### src/rtl/bullet_pool_arbiter_if.sv
// bullet_pool_arbiter_if: fire/slot bus between keycode decode, the bullet
// pool arbiter (slave) and the per-slot bullet movers (master side).
interface bullet_pool_arbiter_if #(
  parameter int NUM_SLOTS = 4
);
  logic [1:0]             fire_req;
  logic [1:0]             dir_p0;
  logic [1:0]             dir_p1;
  logic [NUM_SLOTS-1:0]   slot_kill;
  logic [NUM_SLOTS-1:0]   slot_active;
  logic [NUM_SLOTS-1:0]   slot_owner;
  logic [2*NUM_SLOTS-1:0] slot_dir;
  logic [NUM_SLOTS-1:0]   launch;
  logic [1:0]             grant;
  logic [1:0]             denied;

  modport master (
    output fire_req, dir_p0, dir_p1, slot_kill,
    input  slot_active, slot_owner, slot_dir, launch, grant, denied
  );

  modport slave (
    input  fire_req, dir_p0, dir_p1, slot_kill,
    output slot_active, slot_owner, slot_dir, launch, grant, denied
  );
endinterface

### src/rtl/bullet_pool_arbiter.sv
// bullet_pool_arbiter: shares NUM_SLOTS bullet slots between two players.
// Turns fire presses into launches, enforces a per-player cooldown and
// in-flight cap, and round-robins the last free slot on a tie.
// Optional feature: define BULLET_AUTOFIRE_EN for level-sensitive autofire.
module bullet_pool_arbiter #(
  parameter int NUM_SLOTS      = 4,
  parameter int MAX_PER_PLAYER = 2,
  parameter int COOLDOWN       = 8
) (
  input  logic                 frame_clk,
  input  logic                 Reset_n,
  bullet_pool_arbiter_if.slave bus
);

  typedef enum logic {
    RR_P1 = 1'b0,
    RR_P2 = 1'b1
  } rr_t;

  localparam logic [7:0]           CD_LOAD = 8'(COOLDOWN);
  localparam logic [3:0]           CAP     = 4'(MAX_PER_PLAYER);
  localparam logic [NUM_SLOTS-1:0] ONE     = {{(NUM_SLOTS-1){1'b0}}, 1'b1};

  // registered state
  logic [7:0]             cd0;
  logic [7:0]             cd1;
  rr_t                    rr;
  logic [NUM_SLOTS-1:0]   slot_active;
  logic [NUM_SLOTS-1:0]   slot_owner;
  logic [2*NUM_SLOTS-1:0] slot_dir;
  logic [NUM_SLOTS-1:0]   launch;
  logic [1:0]             grant;
  logic [1:0]             denied;

  // next-state values
  logic [7:0]             cd0_nxt;
  logic [7:0]             cd1_nxt;
  rr_t                    rr_nxt;
  logic [NUM_SLOTS-1:0]   active_nxt;
  logic [NUM_SLOTS-1:0]   owner_nxt;
  logic [2*NUM_SLOTS-1:0] dir_nxt;
  logic [NUM_SLOTS-1:0]   launch_nxt;
  logic [1:0]             grant_nxt;
  logic [1:0]             denied_nxt;

  // decode
  logic [1:0]             press;
  logic [1:0]             cd_busy;
  logic [1:0]             cap_ok;
  logic [1:0]             elig;
  logic [NUM_SLOTS-1:0]   free;
  logic [NUM_SLOTS-1:0]   live;
  logic [NUM_SLOTS-1:0]   rest;
  logic [NUM_SLOTS-1:0]   first_free;
  logic [NUM_SLOTS-1:0]   second_free;
  logic [NUM_SLOTS-1:0]   alloc0;
  logic [NUM_SLOTS-1:0]   alloc1;
  logic [3:0]             cnt0;
  logic [3:0]             cnt1;
  logic                   have_one;
  logic                   have_two;

`ifdef BULLET_AUTOFIRE_EN
  assign press = bus.fire_req;
`else
  logic [1:0] fire_req_q;

  // Previous button level; resets high so a button held through reset is not a press.
  always_ff @(posedge frame_clk or negedge Reset_n) begin
    if (!Reset_n) begin
      fire_req_q <= 2'b11;
    end else begin
      fire_req_q <= bus.fire_req;
    end
  end

  assign press = bus.fire_req & ~fire_req_q;
`endif

  // Free/live slot masks, the two lowest free slots and per-player in-flight counts.
  always_comb begin
    free        = ~slot_active | bus.slot_kill;
    live        = slot_active & ~bus.slot_kill;
    first_free  = free & (~free + ONE);
    rest        = free & ~first_free;
    second_free = rest & (~rest + ONE);
    have_one    = |free;
    have_two    = |rest;
    cnt0        = '0;
    cnt1        = '0;
    for (int unsigned i = 0; i < NUM_SLOTS; i++) begin
      cnt0 = cnt0 + {3'b000, live[i] & ~slot_owner[i]};
      cnt1 = cnt1 + {3'b000, live[i] & slot_owner[i]};
    end
    cd_busy = {cd1 != 8'd0, cd0 != 8'd0};
    cap_ok  = {cnt1 < CAP, cnt0 < CAP};
    elig    = press & ~cd_busy & cap_ok;
  end

  // Slot allocation; rr only moves when both players fight over a single slot.
  always_comb begin
    alloc0 = '0;
    alloc1 = '0;
    rr_nxt = rr;
    case (elig)
      2'b01: if (have_one) alloc0 = first_free;
      2'b10: if (have_one) alloc1 = first_free;
      2'b11: begin
        if (have_two) begin
          alloc0 = first_free;
          alloc1 = second_free;
        end else if (have_one) begin
          if (rr == RR_P1) begin
            alloc0 = first_free;
            rr_nxt = RR_P2;
          end else begin
            alloc1 = first_free;
            rr_nxt = RR_P1;
          end
        end
      end
      default: ;
    endcase
  end

  // Grant/deny pulses and slot bookkeeping; a launch overrides a same-cycle kill.
  always_comb begin
    launch_nxt = alloc0 | alloc1;
    grant_nxt  = {|alloc1, |alloc0};
`ifdef BULLET_AUTOFIRE_EN
    // a held button waiting out its cooldown is silent, not denied
    denied_nxt = press & ~grant_nxt & ~(cd_busy & cap_ok);
`else
    denied_nxt = press & ~grant_nxt;
`endif
    active_nxt = live | launch_nxt;
    owner_nxt  = slot_owner;
    dir_nxt    = slot_dir;
    for (int unsigned i = 0; i < NUM_SLOTS; i++) begin
      if (alloc0[i]) begin
        owner_nxt[i]       = 1'b0;
        dir_nxt[2*i +: 2]  = bus.dir_p0;
      end
      if (alloc1[i]) begin
        owner_nxt[i]       = 1'b1;
        dir_nxt[2*i +: 2]  = bus.dir_p1;
      end
    end
  end

  // Cooldowns reload on a grant, otherwise count down and stick at zero.
  always_comb begin
    cd0_nxt = cd0;
    cd1_nxt = cd1;
    if (grant_nxt[0]) begin
      cd0_nxt = CD_LOAD;
    end else if (cd_busy[0]) begin
      cd0_nxt = cd0 - 8'd1;
    end
    if (grant_nxt[1]) begin
      cd1_nxt = CD_LOAD;
    end else if (cd_busy[1]) begin
      cd1_nxt = cd1 - 8'd1;
    end
  end

  // State and output registers; reset clears all slots without any pulses.
  always_ff @(posedge frame_clk or negedge Reset_n) begin
    if (!Reset_n) begin
      cd0         <= '0;
      cd1         <= '0;
      rr          <= RR_P1;
      slot_active <= '0;
      slot_owner  <= '0;
      slot_dir    <= '0;
      launch      <= '0;
      grant       <= '0;
      denied      <= '0;
    end else begin
      cd0         <= cd0_nxt;
      cd1         <= cd1_nxt;
      rr          <= rr_nxt;
      slot_active <= active_nxt;
      slot_owner  <= owner_nxt;
      slot_dir    <= dir_nxt;
      launch      <= launch_nxt;
      grant       <= grant_nxt;
      denied      <= denied_nxt;
    end
  end

  assign bus.slot_active = slot_active;
  assign bus.slot_owner  = slot_owner;
  assign bus.slot_dir    = slot_dir;
  assign bus.launch      = launch;
  assign bus.grant       = grant;
  assign bus.denied      = denied;

endmodule
### src/flat_wrapper.sv
// flat-port wrapper written by rule: the top's interface ports become plain ports
module bullet_pool_arbiter_flat 
#(
  parameter int NUM_SLOTS      = 4,
  parameter int MAX_PER_PLAYER = 2,
  parameter int COOLDOWN       = 8
)
  (frame_clk, Reset_n, bus_fire_req, bus_dir_p0, bus_dir_p1, bus_slot_kill, bus_slot_active, bus_slot_owner, bus_slot_dir, bus_launch, bus_grant, bus_denied);
  bullet_pool_arbiter_if #(.NUM_SLOTS(NUM_SLOTS)) bus_i ();
  input  logic frame_clk;
  input  logic Reset_n;
  input wire logic [$bits(bus_i.fire_req)-1:0] bus_fire_req;
  input wire logic [$bits(bus_i.dir_p0)-1:0] bus_dir_p0;
  input wire logic [$bits(bus_i.dir_p1)-1:0] bus_dir_p1;
  input wire logic [$bits(bus_i.slot_kill)-1:0] bus_slot_kill;
  output wire logic [$bits(bus_i.slot_active)-1:0] bus_slot_active;
  output wire logic [$bits(bus_i.slot_owner)-1:0] bus_slot_owner;
  output wire logic [$bits(bus_i.slot_dir)-1:0] bus_slot_dir;
  output wire logic [$bits(bus_i.launch)-1:0] bus_launch;
  output wire logic [$bits(bus_i.grant)-1:0] bus_grant;
  output wire logic [$bits(bus_i.denied)-1:0] bus_denied;
  assign bus_i.fire_req = bus_fire_req;
  assign bus_i.dir_p0 = bus_dir_p0;
  assign bus_i.dir_p1 = bus_dir_p1;
  assign bus_i.slot_kill = bus_slot_kill;
  assign bus_slot_active = bus_i.slot_active;
  assign bus_slot_owner = bus_i.slot_owner;
  assign bus_slot_dir = bus_i.slot_dir;
  assign bus_launch = bus_i.launch;
  assign bus_grant = bus_i.grant;
  assign bus_denied = bus_i.denied;
  bullet_pool_arbiter #(.NUM_SLOTS(NUM_SLOTS), .MAX_PER_PLAYER(MAX_PER_PLAYER), .COOLDOWN(COOLDOWN)) u_core (.frame_clk(frame_clk), .Reset_n(Reset_n), .bus(bus_i));
endmodule
### config.mk
export PLATFORM = sky130hd
export DESIGN_NAME = bullet_pool_arbiter_flat
export DESIGN_NICKNAME = d
export VERILOG_FILES = /design/src/rtl/bullet_pool_arbiter_if.sv /design/src/rtl/bullet_pool_arbiter.sv /design/src/flat_wrapper.sv
export SDC_FILE = /design/constraint.sdc
export NUM_CORES = 1
export LEC_CHECK = 0
export BUFFER_PORTS_ARGS = -buffer_cell sky130_fd_sc_hd__buf_4
export CAP_MARGIN = 20
export CORE_ASPECT_RATIO = 0.5
export CORE_UTILIZATION = 45
export CTS_BUF_LIST = sky130_fd_sc_hd__clkbuf_8 sky130_fd_sc_hd__clkbuf_16
export CTS_CLUSTER_DIAMETER = 100
export DETAILED_ROUTE_END_ITERATION = 8
export PLACE_DENSITY = 0.66
export SYNTH_ARGS = -nofsm -noshare
export SYNTH_HDL_FRONTEND = slang
export SYNTH_SLANG_ARGS = --single-unit
### constraint.sdc
create_clock -name frame_clk -period 4.5 [get_ports frame_clk]
set_input_delay 0.225 -clock frame_clk [delete_from_list [all_inputs] [get_ports frame_clk]]
set_output_delay 0.225 -clock frame_clk [all_outputs]
set_load 0.005 [all_outputs]
### Word level (Yosys, flattened, before mapping)

Index checks and enable logic that the tools add are counted.

* add/subtract/negate cells: 10
* $lt $le $gt $ge: 2
* equal/unequal tests: 3
* mux-type cells: 30
* bitwise gates (word level): 32
* reductions and logical operators: 13

Operators by type and width (count)
* 2-to-1 mux 8 bit: 4
* 2-to-1 mux 4 bit: 7
* inverter 4 bit: 5
* adder 4 x 1 -> 4 bit: 4
* bitwise AND 4 bit: 4
* 2-to-1 mux 2 bit: 8
* case mux 4 bit (2 select lines): 2
* nonzero test 8 bit: 2
* OR reduction 4 bit: 4
* subtractor 8 x 1 -> 8 bit (second input constant): 2
* bitwise OR 4 bit: 3
* nonzero test 2 bit: 6
* 2-to-1 mux 1 bit: 9
* adder 4 x 1 -> 4 bit (second input constant): 2
* bitwise AND 1 bit: 8
* bitwise AND 2 bit: 4
* less-than comparator 4 x 2 -> 1 bit (second input constant): 2
* inverter 2 bit: 3
* inverter 1 bit: 5
* adder 1 x 1 -> 2 bit: 2
* equality test 2 bit (second input constant): 2
* AND reduction 3 bit: 1
* equality test 2 x 1 -> 1 bit (second input constant): 1

* register bits after elaboration: 43
* bits of input ports: 12
* output and inout port bits: 24
* word-level logic and storage cells: 106

### Longest topological paths before layout

* depth after elaboration: 15
* mapped depth: 12

### Worst setup path after synthesis

Ideal clock, no wire load.

* path type: register to register
* start point: reg u_core.slot_active[1] (netlist: u_core.bus.slot_active[1])
* end point: reg u_core.cd0[3]
* setup time: 0.121 ns
* arrival time: 2.721 ns
* required time: 4.379 ns
* slack: 1.658 ns
* stages on the path, launching flop included: 12
* buffers on the path: 1
* cell sequence: dfrtp_1 -> nor2b_1 -> buf_2 -> and2_1 -> ha_1 -> ha_1 -> nor4b_1 -> o2111ai_2 -> a211oi_4 -> nor3_1 -> a211o_1 -> nand2b_1

* word-level cells in the longest chain between the ends: 12

Ends and longest elaborated chain
* start, declared: RTL line bullet_pool_arbiter.sv:28 `logic [NUM_SLOTS-1:0] slot_active;`
* start signal, assigned: RTL line bullet_pool_arbiter.sv:183 `slot_active <= active_nxt;`
* branches (longest 9 deep; another with adder 4 x 1 -> 4 bit)
* case mux 4 bit (2 select lines) (*): RTL line bullet_pool_arbiter.sv:105 `case (elig)`
* OR reduction 4 bit (*): RTL line bullet_pool_arbiter.sv:129 `grant_nxt = {|alloc1, |alloc0};`
* named net u_core.grant_nxt[0]: RTL line bullet_pool_arbiter.sv:43 `logic [1:0] grant_nxt;`
* 2-to-1 mux 8 bit or nonzero test 2 bit (tied branches)
* end signal, assigned: RTL line bullet_pool_arbiter.sv:180 `cd0 <= cd0_nxt;`
* end, declared: RTL line bullet_pool_arbiter.sv:25 `logic [7:0] cd0;`

Mark *: on every way through the listed nets, which the timed path passes.
A chain may end at the register's enable or synchronous reset.

### Final worst setup path

Ends and elaborated chain as after synthesis.

==> metrics.md <==
| Metric | Value |
|---|---|
| Status | completed |
| 1st-iter DRT viols | roughly 120 |
| Port Buffers | 35 |
| Rel. slew slack | 50.8% |
| Design Area, Final | between 2000 and 3000 µm² |
| Arr. time, crit path | between 3 and 4 ns |
| Synth cell types | 50 |
| Slowest stage delay, CP | around 0.44 ns |
| Final Max Tran Viols | 0 |
| DPL Wire Length | roughly 3400 µm |
| Vias per cell | approximately 5.3 |
| Endpoints failing setup | 0 |
| Largest net degree at the start of global routing | 44 |
| Min-delay src | bus_fire_req[0] |
| WL met1 | approximately 2200 µm |
| Nets | about 270 |
| Register area share after synthesis | ~50% |
| Crit-path cells | nor2b_1 -> and2_1 -> ha_1 -> ha_1 -> nor4b_1 -> o2111ai_2 -> a211oi_4 -> nor3_1 -> a211o_1 -> nand2b_1 |
| Mapped Nets | ~230 |
| Leak pwr | between 1 and 1.5 nW |
| Slew @ Worst Pin | 0.736 ns |
| Fill cells | between 400 and 500 |
| Critical path required time | between 4 and 5 ns |
| Final Hold Viols | 0 |
| Reg clk slew, reported paths | approximately 0.080 ns |
| Slowest stage cell, crit path | nor2b_1 |
| CP Class | reg2reg |
| # DRC | 0 |
| Setup TNS | 0 ns |
| Diode count | 0 |
| CTS tree | built |
| Worst reg-to-reg setup slack | roughly 1.2 ns |
| CP top delay family | simple AND/OR/NAND/NOR gates |
| Final ANT Viol Nets | 0 |
| Ys Warns | 0 |
| Root Buffer | clkbuf_8 |
| Flop and latch count out of synthesis | 43 |
| Area Growth Syn to Fin | 20.3% |
| Overall routing resource usage | between 10% and 20% |
| Maximum fanout along the worst path | 9 |
| Grt total ovfl | 0 |
| Overall die height | between 50 and 60 µm |
| Commonest non-fill, non-tap cells in the layout | 41 x dfrtp_1, 35 x buf_4, 21 x nor2_1, 20 x nand2_1, 10 x xnor2_1 |
| Routed length on met2 | 2050 µm |
| Max-cap check violation count | 0 |
| Most used DFF post-synth | dfrtp_1 |
| FF-to-FF End | u_core.cd0[3]$_DFFE_PN0P_ |
| Cells after Synth | around 210 |
| CTS H-tree lvls | 2 |
| Avg WL per Cell | around 14 µm |
| CP bufs+invs | 0 |
| Peak supply drop | between 0.0002 and 0.00025 V |
| EDFF count, synth | 0 |
| Starting Density | between 40% and 50% |
| Clock Path Buffers | 2 |
| First-pass iteration count of the detailed router | 4 |
| CTS Sinks | 43 |
| Synth Area per Inst | ~10 µm² |
| First-pass GRT wire length | ~7800 µm |
| Pwr/cell area | between 400 and 500 nW/µm² |
| Mapped Area | between 2000 and 2500 µm² |
| Hold Path End | u_core.fire_req_q[0]$_DFF_PN1_ |
| Placed Area | 2530 µm² |
| Worst reg2reg path depth | 10 |
| Critical Path End Type | flop |
| Placeable Area | roughly 4600 µm² |
| Post-layout min period | approximately 3.3 ns |
| Final Skew | about 0.0086 ns |
| Hold path cells | 1 |
| # IOs | 36 |
| Post-Route WL | approximately 4500 µm |
| Setup repair after global routing missed its margin | false |
| Worst-Skew Late Latency | approximately 0.29 ns |
| Worst r2r src | u_core.bus.slot_active[1]$_DFF_PN0_ |
| Most used cell, CP | ha_1 |
| Hold WC Path Type | in2reg |
| Post-synth ARST share | between 90% and 100% |
| Leading cell type in the layout, fill and taps excluded | dfrtp_1 |
| Number of buffers created by CTS | 5 |
| Final Cycle Share | 72.7% |
| Fraction of layout cells with a size suffix above 1 | 22.0% |
| Via Count | 1683 |
| Post-CTS Repair Setup Buffers | 0 |
| Rows | 17 |
| Fmax | 306 MHz |
| Crit path launch type | flop |
| WL met3 | between 200 and 250 µm |
| Chip Width | between 100 and 150 µm |
| Gpl congestion | slightly below 0.9 |
| Initial antenna violation count | 0 |
| Die area | about 5200 µm² |
| Max layer used | met4 |
| Vias in the first global route | 1639 |
[final cells by class]
cell class / instances / area, µm² / area share (%)
sequential: 43 / 1080 / 40.5
multi-input combinational: 155 / 1080 / 40.5
timing repair buffer: 36 / 273 / 10.3
clock buffer: 6 / 82.6 / 3.10
tap: 66 / 82.6 / 3.10
clock inverter: 2 / 35.0 / 1.32
inverter: 8 / 30.0 / 1.13
[Yosys cell counts (3+ instances only)]
master | count | area share (%)
inv_1 | 8 | 1.4
nand2b_1 | 6 | 1.7
nor2_1 | 21 | 3.6
or3_1 | 5 | 1.4
nor2b_1 | 3 | 0.85
dfrtp_1 | 41 | 46
a21oi_1 | 7 | 1.6
buf_2 | 4 | 0.91
nand3_1 | 8 | 1.8
xnor2_1 | 10 | 4.0
a22o_1 | 4 | 1.6
a21o_1 | 7 | 2.4
a31oi_1 | 4 | 1.1
ha_1 | 8 | 4.5
o21ai_0 | 3 | 0.68
nor3_1 | 9 | 2.0
nand2_1 | 20 | 3.4
o211ai_1 | 3 | 1.0
[logic make-up (layout without fill, tap and decap cells)]
group / Yosys count / in the layout / synth area share, %
xor+xnor: 12 / 12 / 4.75
flops: 43 / 43 / 48.8
buf+inv: 13 / 52 / 2.43
fa+ha+maj: 8 / 8 / 4.53
compound gates: 42 / 42 / 15.3
mux: 1 / 1 / 0.453
simple gates: 92 / 92 / 23.8
[per-stage QoR]
step | utilization (%) | power, W | hold slack, ns | worst slack [ns] | std cells
final | 58.4 | 0.00119 | 0.0519 | 1.23 | 316
after global routing | 58.4 | 0.00128 | 0.0329 | 0.907 | 316
after global placement | 55.6 | 0.000886 | 0.247 | 1.35 | 307
after detailed placement | 55.6 | 0.000895 | 0.255 | 1.24 | 307
after CTS | 58.4 | 0.00121 | 0.0378 | 1.20 | 316
after floorplan | - | 0.000792 | -0.0706 | 1.66 | 211
[per-layer routing]
layer	vias up	track usage, %
met4	0	5.31
met3	5	4.97
met1	814	27.8
met2	33	30.8
met5	-	0
li1	831	-
[repair_timing]
action,CTS,global route
endpoints found under the hold margin,41,0
resized for setup,0,0
hold buffers,1,0
[worst reg2reg max path, delay by kind of cell (launching register included)]
family	cells	cell delay [ns]
flops	1	0.38
simple gates	5	1.32
fa+ha+maj	2	0.42
compound gates	3	1.05
[sequential cells by signal, indices dropped and copies added (netlist names)]
signal and cells:
u_core.bus.denied 2, u_core.bus.grant 2, u_core.bus.launch 4, u_core.bus.slot_active 4, u_core.bus.slot_dir 8, u_core.bus.slot_owner 4, u_core.cd0 8, u_core.cd1 8
u_core.fire_req_q 2, u_core.rr 1
[how the worst max path moves through the flow]
stage                     slack [ns]                         to  cells past startpoint                                 from
after floorplan                 1.66  u_core.cd0[3]$_DFFE_PN0P_                     11  u_core.bus.slot_active[1]$_DFF_PN0_
after global placement          1.35  u_core.cd0[3]$_DFFE_PN0P_                     10  u_core.bus.slot_active[1]$_DFF_PN0_
after detailed placement        1.24  u_core.cd0[3]$_DFFE_PN0P_                     10  u_core.bus.slot_active[1]$_DFF_PN0_
after CTS                       1.20  u_core.cd0[3]$_DFFE_PN0P_                     10  u_core.bus.slot_active[1]$_DFF_PN0_
after global routing            0.91  u_core.cd0[3]$_DFFE_PN0P_                     10  u_core.bus.slot_active[1]$_DFF_PN0_
final                           1.23  u_core.cd0[3]$_DFFE_PN0P_                     10  u_core.bus.slot_active[1]$_DFF_PN0_
[where the power goes]
part           leakage, nW  switching [W]  total [W]  internal [W]
logic                0.677       0.000136   0.000298      0.000162
clock network       0.0612       0.000128   0.000308      0.000180
registers            0.547       0.000105   0.000586      0.000481
total                 1.29       0.000370    0.00119      0.000823
Note: power is estimated with default switching activity, not from simulation.
